==> src/rtl/pwm_pkg.sv <==
// Shared constants and the per-output mode decode used by the PWM output block.
package pwm_pkg;

    localparam int CNT_W_DEF    = 8;
    localparam int PRESCALE_DEF = 13;
    localparam int NUM_OUT      = 16;
    localparam logic [CNT_W_DEF-1:0] DUTY_FULL = 8'hFF;

    typedef enum logic [1:0] {
        MODE_OFF  = 2'd0,
        MODE_HIGH = 2'd1,
        MODE_PWM  = 2'd2
    } out_mode_e;

    // Output-enable dominates: a disabled output ignores its PWM select.
    function automatic out_mode_e out_mode(input logic en_out, input logic en_pwm);
        out_mode_e mode;
        if (!en_out) begin
            mode = MODE_OFF;
        end else if (!en_pwm) begin
            mode = MODE_HIGH;
        end else begin
            mode = MODE_PWM;
        end
        return mode;
    endfunction

endpackage

==> src/rtl/pwm_if.sv <==
// Configuration bytes from the SPI register block and the resulting user outputs.
interface pwm_if #(
    parameter int CNT_W = pwm_pkg::CNT_W_DEF
);
    logic [7:0]                   en_reg_out_7_0;
    logic [7:0]                   en_reg_out_15_8;
    logic [7:0]                   en_reg_pwm_7_0;
    logic [7:0]                   en_reg_pwm_15_8;
    logic [CNT_W-1:0]             pwm_duty_cycle;
    logic [pwm_pkg::NUM_OUT-1:0]  out;
    logic                         period_start;

    modport master (
        output en_reg_out_7_0, en_reg_out_15_8, en_reg_pwm_7_0, en_reg_pwm_15_8, pwm_duty_cycle,
        input  out, period_start
    );

    modport slave (
        input  en_reg_out_7_0, en_reg_out_15_8, en_reg_pwm_7_0, en_reg_pwm_15_8, pwm_duty_cycle,
        output out, period_start
    );
endinterface

==> src/rtl/pwm_prescaler.sv <==
// Divides clk into a one-cycle tick every PRESCALE clocks; PRESCALE=1 ticks every clock.
module pwm_prescaler #(
    parameter int PRESCALE = pwm_pkg::PRESCALE_DEF
) (
    input  logic clk,
    input  logic rst_n,
    output logic tick
);
    localparam int W = (PRESCALE > 1) ? $clog2(PRESCALE) : 1;
    localparam logic [W-1:0] LAST = W'(PRESCALE - 1);

    logic [W-1:0] presc_cnt_r;

    // Free-running modulo-PRESCALE counter.
    always_ff @(posedge clk or negedge rst_n) begin
        if (!rst_n) begin
            presc_cnt_r <= {W{1'b0}};
        end else if (presc_cnt_r == LAST) begin
            presc_cnt_r <= {W{1'b0}};
        end else begin
            presc_cnt_r <= presc_cnt_r + {{(W-1){1'b0}}, 1'b1};
        end
    end

    assign tick = (presc_cnt_r == LAST);

endmodule

==> src/rtl/pwm_peripheral.sv <==
// Shared 8-bit PWM generator driving 16 user outputs that are each off, held high, or PWM.
module pwm_peripheral
    import pwm_pkg::*;
#(
    parameter int PRESCALE = PRESCALE_DEF,
    parameter int CNT_W    = CNT_W_DEF
) (
    input  logic  clk,
    input  logic  rst_n,
    pwm_if.slave  bus
);
    localparam logic [CNT_W-1:0] CNT_MAX = {CNT_W{1'b1}};

    logic               tick_s;
    logic               wrap_s;
    logic               pwm_raw_s;
    logic [CNT_W-1:0]   pwm_cnt_r;
    logic [CNT_W-1:0]   duty_sh_r;
    logic               period_start_r;
    logic [NUM_OUT-1:0] en_out_s;
    logic [NUM_OUT-1:0] en_pwm_s;
    logic [NUM_OUT-1:0] out_next_s;
    logic [NUM_OUT-1:0] out_r;

    pwm_prescaler #(.PRESCALE(PRESCALE)) u_prescaler (
        .clk   (clk),
        .rst_n (rst_n),
        .tick  (tick_s)
    );

    assign en_out_s = {bus.en_reg_out_15_8, bus.en_reg_out_7_0};
    assign en_pwm_s = {bus.en_reg_pwm_15_8, bus.en_reg_pwm_7_0};
    assign wrap_s   = tick_s && (pwm_cnt_r == CNT_MAX);

    // Period counter advances once per prescaler tick and wraps naturally.
    always_ff @(posedge clk or negedge rst_n) begin
        if (!rst_n) begin
            pwm_cnt_r <= {CNT_W{1'b0}};
        end else if (tick_s) begin
            pwm_cnt_r <= pwm_cnt_r + {{(CNT_W-1){1'b0}}, 1'b1};
        end else begin
            pwm_cnt_r <= pwm_cnt_r;
        end
    end

    // Duty is shadowed only at the period boundary so a mid-period write never glitches.
    always_ff @(posedge clk or negedge rst_n) begin
        if (!rst_n) begin
            duty_sh_r      <= {CNT_W{1'b0}};
            period_start_r <= 1'b0;
        end else if (wrap_s) begin
            duty_sh_r      <= bus.pwm_duty_cycle;
            period_start_r <= 1'b1;
        end else begin
            duty_sh_r      <= duty_sh_r;
            period_start_r <= 1'b0;
        end
    end

    // All-ones duty is forced to a true 100 % instead of 255/256.
    always_comb begin
        pwm_raw_s = 1'b0;
        if (duty_sh_r == CNT_MAX) begin
            pwm_raw_s = 1'b1;
        end else begin
            pwm_raw_s = (pwm_cnt_r < duty_sh_r);
        end
    end

    // Per-output mux between off, static high and the shared waveform.
    always_comb begin
        out_next_s = {NUM_OUT{1'b0}};
        for (int i = 0; i < NUM_OUT; i++) begin
            case (out_mode(en_out_s[i], en_pwm_s[i]))
                MODE_OFF:  out_next_s[i] = 1'b0;
                MODE_HIGH: out_next_s[i] = 1'b1;
                MODE_PWM:  out_next_s[i] = pwm_raw_s;
                default:   out_next_s[i] = 1'b0;
            endcase
        end
    end

    // Registered user outputs.
    always_ff @(posedge clk or negedge rst_n) begin
        if (!rst_n) begin
            out_r <= {NUM_OUT{1'b0}};
        end else begin
            out_r <= out_next_s;
        end
    end

    assign bus.out          = out_r;
    assign bus.period_start = period_start_r;

endmodule
==> src/flat_wrapper.sv <==
// flat-port wrapper written by rule: the top's interface ports become plain ports
module pwm_peripheral_flat import pwm_pkg::*;
#(
    parameter int PRESCALE = PRESCALE_DEF,
    parameter int CNT_W    = CNT_W_DEF
)
  (clk, rst_n, bus_en_reg_out_7_0, bus_en_reg_out_15_8, bus_en_reg_pwm_7_0, bus_en_reg_pwm_15_8, bus_pwm_duty_cycle, bus_out, bus_period_start);
  pwm_if #(.CNT_W(CNT_W)) bus_i ();
  input  logic clk;
  input  logic rst_n;
  input wire logic [$bits(bus_i.en_reg_out_7_0)-1:0] bus_en_reg_out_7_0;
  input wire logic [$bits(bus_i.en_reg_out_15_8)-1:0] bus_en_reg_out_15_8;
  input wire logic [$bits(bus_i.en_reg_pwm_7_0)-1:0] bus_en_reg_pwm_7_0;
  input wire logic [$bits(bus_i.en_reg_pwm_15_8)-1:0] bus_en_reg_pwm_15_8;
  input wire logic [$bits(bus_i.pwm_duty_cycle)-1:0] bus_pwm_duty_cycle;
  output wire logic [$bits(bus_i.out)-1:0] bus_out;
  output wire logic [$bits(bus_i.period_start)-1:0] bus_period_start;
  assign bus_i.en_reg_out_7_0 = bus_en_reg_out_7_0;
  assign bus_i.en_reg_out_15_8 = bus_en_reg_out_15_8;
  assign bus_i.en_reg_pwm_7_0 = bus_en_reg_pwm_7_0;
  assign bus_i.en_reg_pwm_15_8 = bus_en_reg_pwm_15_8;
  assign bus_i.pwm_duty_cycle = bus_pwm_duty_cycle;
  assign bus_out = bus_i.out;
  assign bus_period_start = bus_i.period_start;
  pwm_peripheral #(.PRESCALE(PRESCALE), .CNT_W(CNT_W)) u_core (.clk(clk), .rst_n(rst_n), .bus(bus_i));
endmodule
==> config.mk <==
export PLATFORM = sky130hd
export DESIGN_NAME = pwm_peripheral_flat
export DESIGN_NICKNAME = d
export VERILOG_FILES = /design/src/rtl/pwm_pkg.sv /design/src/rtl/pwm_if.sv /design/src/rtl/pwm_prescaler.sv /design/src/rtl/pwm_peripheral.sv /design/src/flat_wrapper.sv
export SDC_FILE = /design/constraint.sdc
export NUM_CORES = 1
export LEC_CHECK = 0
export CORE_MARGIN = 2
export CORE_UTILIZATION = 44
export DETAILED_ROUTE_END_ITERATION = 8
export PLACE_DENSITY = 0.84
export SLEW_MARGIN = 15
export SYNTH_ARGS = -nofsm -noshare
export SYNTH_HDL_FRONTEND = slang
export SYNTH_SLANG_ARGS = --single-unit
==> constraint.sdc <==
create_clock -name clk -period 2.1 [get_ports clk]
set_clock_uncertainty 0.2 [all_clocks]
set_input_delay 0.42 -clock clk [delete_from_list [all_inputs] [get_ports clk]]
set_output_delay 0.42 -clock clk [all_outputs]
set_load 0.01 [all_outputs]
==> results of run 1 <==
through the flow:
step,instance area (um^2),setup WS [ns],cells
2_1_floorplan,1677,0.1897,126
3_3_place_gp,2341,0.1108,234
3_5_place_dp,2341,0.02149,234
4_1_cts,2475,0.01723,242
5_1_grt,2491,0.01688,243
6_report,2491,0.1162,243
critical path, stage by stage (launching register included):
cell and delay [ns]:
dfrtp_1 0.42, inv_1 0.10, ha_1 0.20, and3_4 0.24
nand4_4 0.19, nor2_4 0.19, mux2_2 0.35
flip-flops by register name (all words and copies together), names as in the netlist:
name,count
u_core.bus.out,16
u_core.duty_sh_r,8
u_core.bus.period_start,1
u_core.u_prescaler.presc_cnt_r,4
u_core.pwm_cnt_r,8
cells in the mapped netlist:
cell and number:
nor2_1 4, nand3_1 1, o32ai_2 1, a21oi_1 3, a2111oi_4 1, o41ai_1 1, mux2_1 1, mux2_2 7
nor3_1 1, a21boi_0 6, xor2_1 1, inv_1 10, o22ai_1 1, a21boi_2 10, buf_6 1, o21ai_0 1
dfrtp_1 37, nand2_1 9, nand4_4 1, xnor2_1 7, and3_1 1, ha_1 10, nand2b_4 1, nand4_1 6
o21a_1 2, nor2_8 1, buf_4 1
report_power, final:
group | internal [mW] | switching [mW]
Sequential | 0.728 | 0.00446
Clock | 0.472 | 0.246
Combinational | 0.104 | 0.0430
Total | 1.30 | 0.293
how the worst max path moves through the flow:
stage,end,slack [ns],cells past startpoint
floorplan,u_core.duty_sh_r[0],0.19,7
global placement,u_core.duty_sh_r[6],0.11,6
detailed placement,u_core.duty_sh_r[3],0.02,6
CTS,u_core.duty_sh_r[3],0.02,6
global route,u_core.duty_sh_r[0],0.02,6
finish,u_core.duty_sh_r[7],0.12,6
metal layers:
| metal | vias to the layer above | wire (um) | share of wire (%) | GRT usage (%) |
|---|---|---|---|---|
| li1 | 577 | - | - | - |
| met1 | 576 | 1281 | 39 | 19.96 |
| met2 | 55 | 1667 | 50 | 30.81 |
| met3 | 7 | 311 | 9.4 | 6.164 |
| met4 | 0 | 64 | 1.9 | 7.552 |
| met5 | - | 0 | 0 | 0 |
final cells by class:
| type | instances | area (um^2) |
|---|---|---|
| fill | 255 | 1170 |
| sequential | 37 | 925.9 |
| multi-input combinational | 78 | 710.7 |
| timing repair buffer | 62 | 623.1 |
| clock buffer | 5 | 68.82 |
| clock inverter | 3 | 65.06 |
| tap | 48 | 60.06 |
| inverter | 10 | 37.54 |
repair_timing:
action                     4_1_cts  5_1_grt
hold buffers                     0        0
resized for setup                0        2
setup endpoints to repair        0        8
kinds of logic after synthesis:
| family | synth area share (%) |
|---|---|
| xor+xnor | 4.179 |
| flops | 55.22 |
| simple gates | 9.402 |
| compound gates | 15.00 |
| fa+ha+maj | 7.463 |
| buf+inv | 3.359 |
| mux | 5.373 |
==> metrics.txt, run 1 <==
Hold Path Class reg2reg; core box area 3661 um^2; area added between synthesis and finish 48.58%; FMAX 0.5041 GHz; mean post-synth cell area 13.31 um^2; DR iter-0 viols 69; Hold Slack 0.3100 ns; Post-CTS Setup Bufs 0; # diodes 0; Util after Layout 68.05%; Max-Cap Viols 0; commonest cells after routing, fill and taps aside 58 x clkdlybuf4s50_1, 37 x dfrtp_1, 10 x inv_1, 10 x a21boi_2, 10 x ha_1; width of the die 65.73 um; CP Capture Type flip-flop; register-to-register setup slack 0.12 ns; Rows 22; layout net count 246; layout cells sized above 1 18.46%; GPL Wtd Cong 0.7446; wire per inst 13.68 um; Syn Inst Count 126; worst reg2reg path depth 6; total number of vias 1215; WP data arrival 1.96 ns; DR vias/cell 5.000; ANT nets after route 0; Critical Path RT 2.07 ns; most common cell after layout, fill and taps aside clkdlybuf4s50_1; minimum clock period 1.984 ns; Setup CP Type reg2reg; vias in the first global route 1300; relative slew slack 70.30%; Slew @ Worst Pin 0.4455 ns; Min-Delay Startpoint u_core.u_prescaler.presc_cnt_r[0]; unrepaired setup endpoints after global routing false; Post-DP HPWL 2.524 mm; #FFs+latches synth 37; part of the cycle the worst path needs 94.47%; TritonCTS clock tree done; power density over cell area 640.9 nW/um^2; synth unique cells 27; TritonRoute pass-1 iters 6; CP Launch Point u_core.u_prescaler.presc_cnt_r[0]; Residual DRC 0; CP Max Fanout 6; TNS Setup 0 ns; H-tree levels 2; Initial Utilization 45.80%; initial antenna violation count 0; total grt overflow 0; P_leak 1.090 nW; port buffer count 58; clk slew on worst S/H paths 0.07 ns; sequential share of the synthesized area 55.22%; Yosys top cell area share 55.22%; clk_lat worst skew 0.28 ns; height of the die 65.73 um; die footprint 4320 um^2; Hold EP u_core.u_prescaler.presc_cnt_r[0]; final wirelength 3.324 mm; Final Hold Fails 0; Worst VDD drop 481.4 uV; r2r startpoint u_core.u_prescaler.presc_cnt_r[0]; worst r2r dst u_core.duty_sh_r[7]; Worst Hold Depth 1; post-synthesis cell area 1677 um^2; synth warn 0; Yosys top cell by area dfrtp_1; Final Power 1.597 mW; first-pass GRT wire length 5.747 mm; CP Launch Type flip-flop; I/O pin cnt 59; top cells by area, synth dfrtp_1 55%, ha_1 7.5%, a21boi_2 6.7%; CTS root buffer clkbuf_8; TritonCTS Buffers 5; status finished clean; fin. max-slew vios 0; Synthesized Nets 178; pin count of the biggest net entering global routing 38; # setup viols final 0; Num Clock Sinks 37; Clock Path Buffers 2; gr usage total 17.88%
Power figures use the tool's default switching activity.
==> run 2, diff against run 1 <==
--- a/config.mk
+++ b/config.mk
@@ -9,6 +9,7 @@
 export CORE_UTILIZATION = 44
 export DETAILED_ROUTE_END_ITERATION = 8
 export PLACE_DENSITY = 0.84
+export SETUP_SLACK_MARGIN = 0.15
 export SLEW_MARGIN = 15
 export SYNTH_ARGS = -nofsm -noshare
 export SYNTH_HDL_FRONTEND = slang
==> metrics.txt, run 2 (synthesis results as in run 1) <==
Slew @ Worst Pin 0.4450 ns (-0.0005035 ns); Worst Hold Depth 1 (unchanged); Crit path largest cell delay 0.41 ns (about the same); worst reg2reg path depth 6 (unchanged); Min-Delay Startpoint u_core.u_prescaler.presc_cnt_r[3]; clk slew on worst S/H paths 0.07 ns (about the same); P_leak 1.124 nW (+3.1%); relative slew slack 70.34% (about the same); Clock Path Buffers 2 (unchanged); wire per inst 13.54 um (-1.0%); pin count of the biggest net entering global routing 38 (unchanged); TritonCTS Buffers 5 (unchanged); TNS Setup 0 ns (unchanged); Initial Utilization 45.80% (unchanged); layout net count 252 (+2.4%); Worst VDD drop 475.4 uV (-1.2%); Logic pwr share 9.3% (about the same); placed cell count 234 (unchanged); final instance area 2576 um^2 (+3.4%); FMAX 0.5294 GHz (+5.0%); CP Capture Type flip-flop; port buffer count 58 (unchanged); part of the cycle the worst path needs 89.95% (-4.5 points); total grt overflow 0 (unchanged); placed cell areas 2341 um^2 (unchanged); TritonRoute pass-1 iters 6 (unchanged); Final Non-Filler Cells 249 (+2.5%); r2r startpoint u_core.duty_sh_r[7]; Util after Layout 70.37% (+2.3 points); total number of vias 1218 (+0.25%); ANT nets after route 0 (unchanged); WP data arrival 1.86 ns (-0.10 ns); CP Buf/Inv Count 2 (+1); status finished clean; register-to-register setup slack 0.21 ns (+0.09 ns); core box area 3661 um^2 (unchanged); Num Clock Sinks 37 (unchanged); CP cell instances inv_1, ha_1, nand4_1, o32ai_4, buf_12, a21boi_1; DR iter-0 viols 48 (-30%); GPL Wtd Cong 0.7446 (unchanged); pre-CTS WS 0.02149 ns (unchanged); worst r2r dst u_core.bus.out[6]; TritonCTS clock tree done; Hold Path Class reg2reg; Max-Cap Viols 0 (unchanged); CP Max Fanout 16 (+10); Power Internal 1.305 mW (about the same); commonest cells after routing, fill and taps aside 58 x clkdlybuf4s50_1, 37 x dfrtp_1, 11 x a21boi_2; # setup viols final 0 (unchanged); Hold Slack 0.3159 ns (+0.005872 ns); Final Power 1.598 mW (about the same); Critical Path RT 2.07 ns (about the same); layout cells sized above 1 23.38% (+4.9 points); unrepaired setup endpoints after global routing true; H-tree levels 2 (unchanged); clk_lat worst skew 0.28 ns (about the same); CP delay by family, top compound AO/OA/AOI/OAI gates; vias in the first global route 1300 (unchanged); Rows 22 (unchanged); worst setup margin 0.2112 ns (+0.09492 ns); I/O pin cnt 59 (unchanged); die footprint 4320 um^2 (unchanged); power density over cell area 620.2 nW/um^2 (-3.2%); Setup CP Type reg2reg; height of the die 65.73 um (unchanged); Clk pwr share 44.9% (about the same); Post-DP HPWL 2.524 mm (unchanged); final wirelength 3.372 mm (+1.4%); Net Switching 0.2931 mW (about the same); sequential power share 45.8% (about the same); initial antenna violation count 0 (unchanged); # diodes 0 (unchanged); Hold EP u_core.u_prescaler.presc_cnt_r[3]; Residual DRC 0 (unchanged); max reg flops 16 (unchanged); most common cell after layout, fill and taps aside clkdlybuf4s50_1; Final Hold Fails 0 (unchanged); area added between synthesis and finish 53.66%; DR vias/cell 4.892 (-2.2%); Crit-path slowest cell dfrtp_1; first-pass GRT wire length 5.823 mm (+1.3%); Switching Share 18.35% (about the same); minimum clock period 1.889 ns (-0.09492 ns); CTS root buffer clkbuf_8; width of the die 65.73 um (unchanged); CP Launch Point u_core.duty_sh_r[7]; fin. max-slew vios 0 (unchanged); gr usage total 18.14% (+0.26 points); CP Launch Type flip-flop
==> run 2: repair_timing <==
item	CTS	global route
gates resized for setup	2	13
setup buffers	0	6
gates cloned	1	0
hold buffers	0	0
endpoints found under the setup margin	8	24
pin swaps	2	3
==> run 2: routing by layer <==
layer  global-route usage (%)  vias up  routed length [um]
li1                         -      587                   -
met1                    20.40      573                1322
met2                    31.19       51                1685
met3                    6.164        7                 301
met4                    7.552        0                  63
met5                        0        -                   0
==> run 2: area by class of cell <==
cell class	count	area, um^2
clock buffer	5	68.82
multi-input combinational	78	750.7
tap	48	60.06
sequential	37	925.9
clock inverter	3	65.06
timing repair buffer	68	668.1
inverter	10	37.54
fill	242	1085
==> run 2: worst max path at each step <==
| stage | to | slack (ns) | depth (start not counted) |
|---|---|---|---|
| 3_5_place_dp | u_core.duty_sh_r[3] | 0.02 | 6 |
| 3_3_place_gp | u_core.duty_sh_r[6] | 0.11 | 6 |
| 4_1_cts | u_core.duty_sh_r[3] | 0.15 | 6 |
| 5_1_grt | u_core.bus.out[5] | 0.14 | 6 |
| 6_report | u_core.bus.out[6] | 0.21 | 6 |
| 2_1_floorplan | u_core.duty_sh_r[0] | 0.19 | 7 |
==> run 2: power by group through the flow <==
stage / logic, mW / clock network (mW) / registers, mW
floorplan: 0.0143 / 0 / 0.754
global placement: 0.146 / 0 / 0.745
detailed placement: 0.150 / 0 / 0.746
CTS: 0.150 / 0.731 / 0.732
global route: 0.161 / 0.766 / 0.734
finish: 0.149 / 0.717 / 0.732
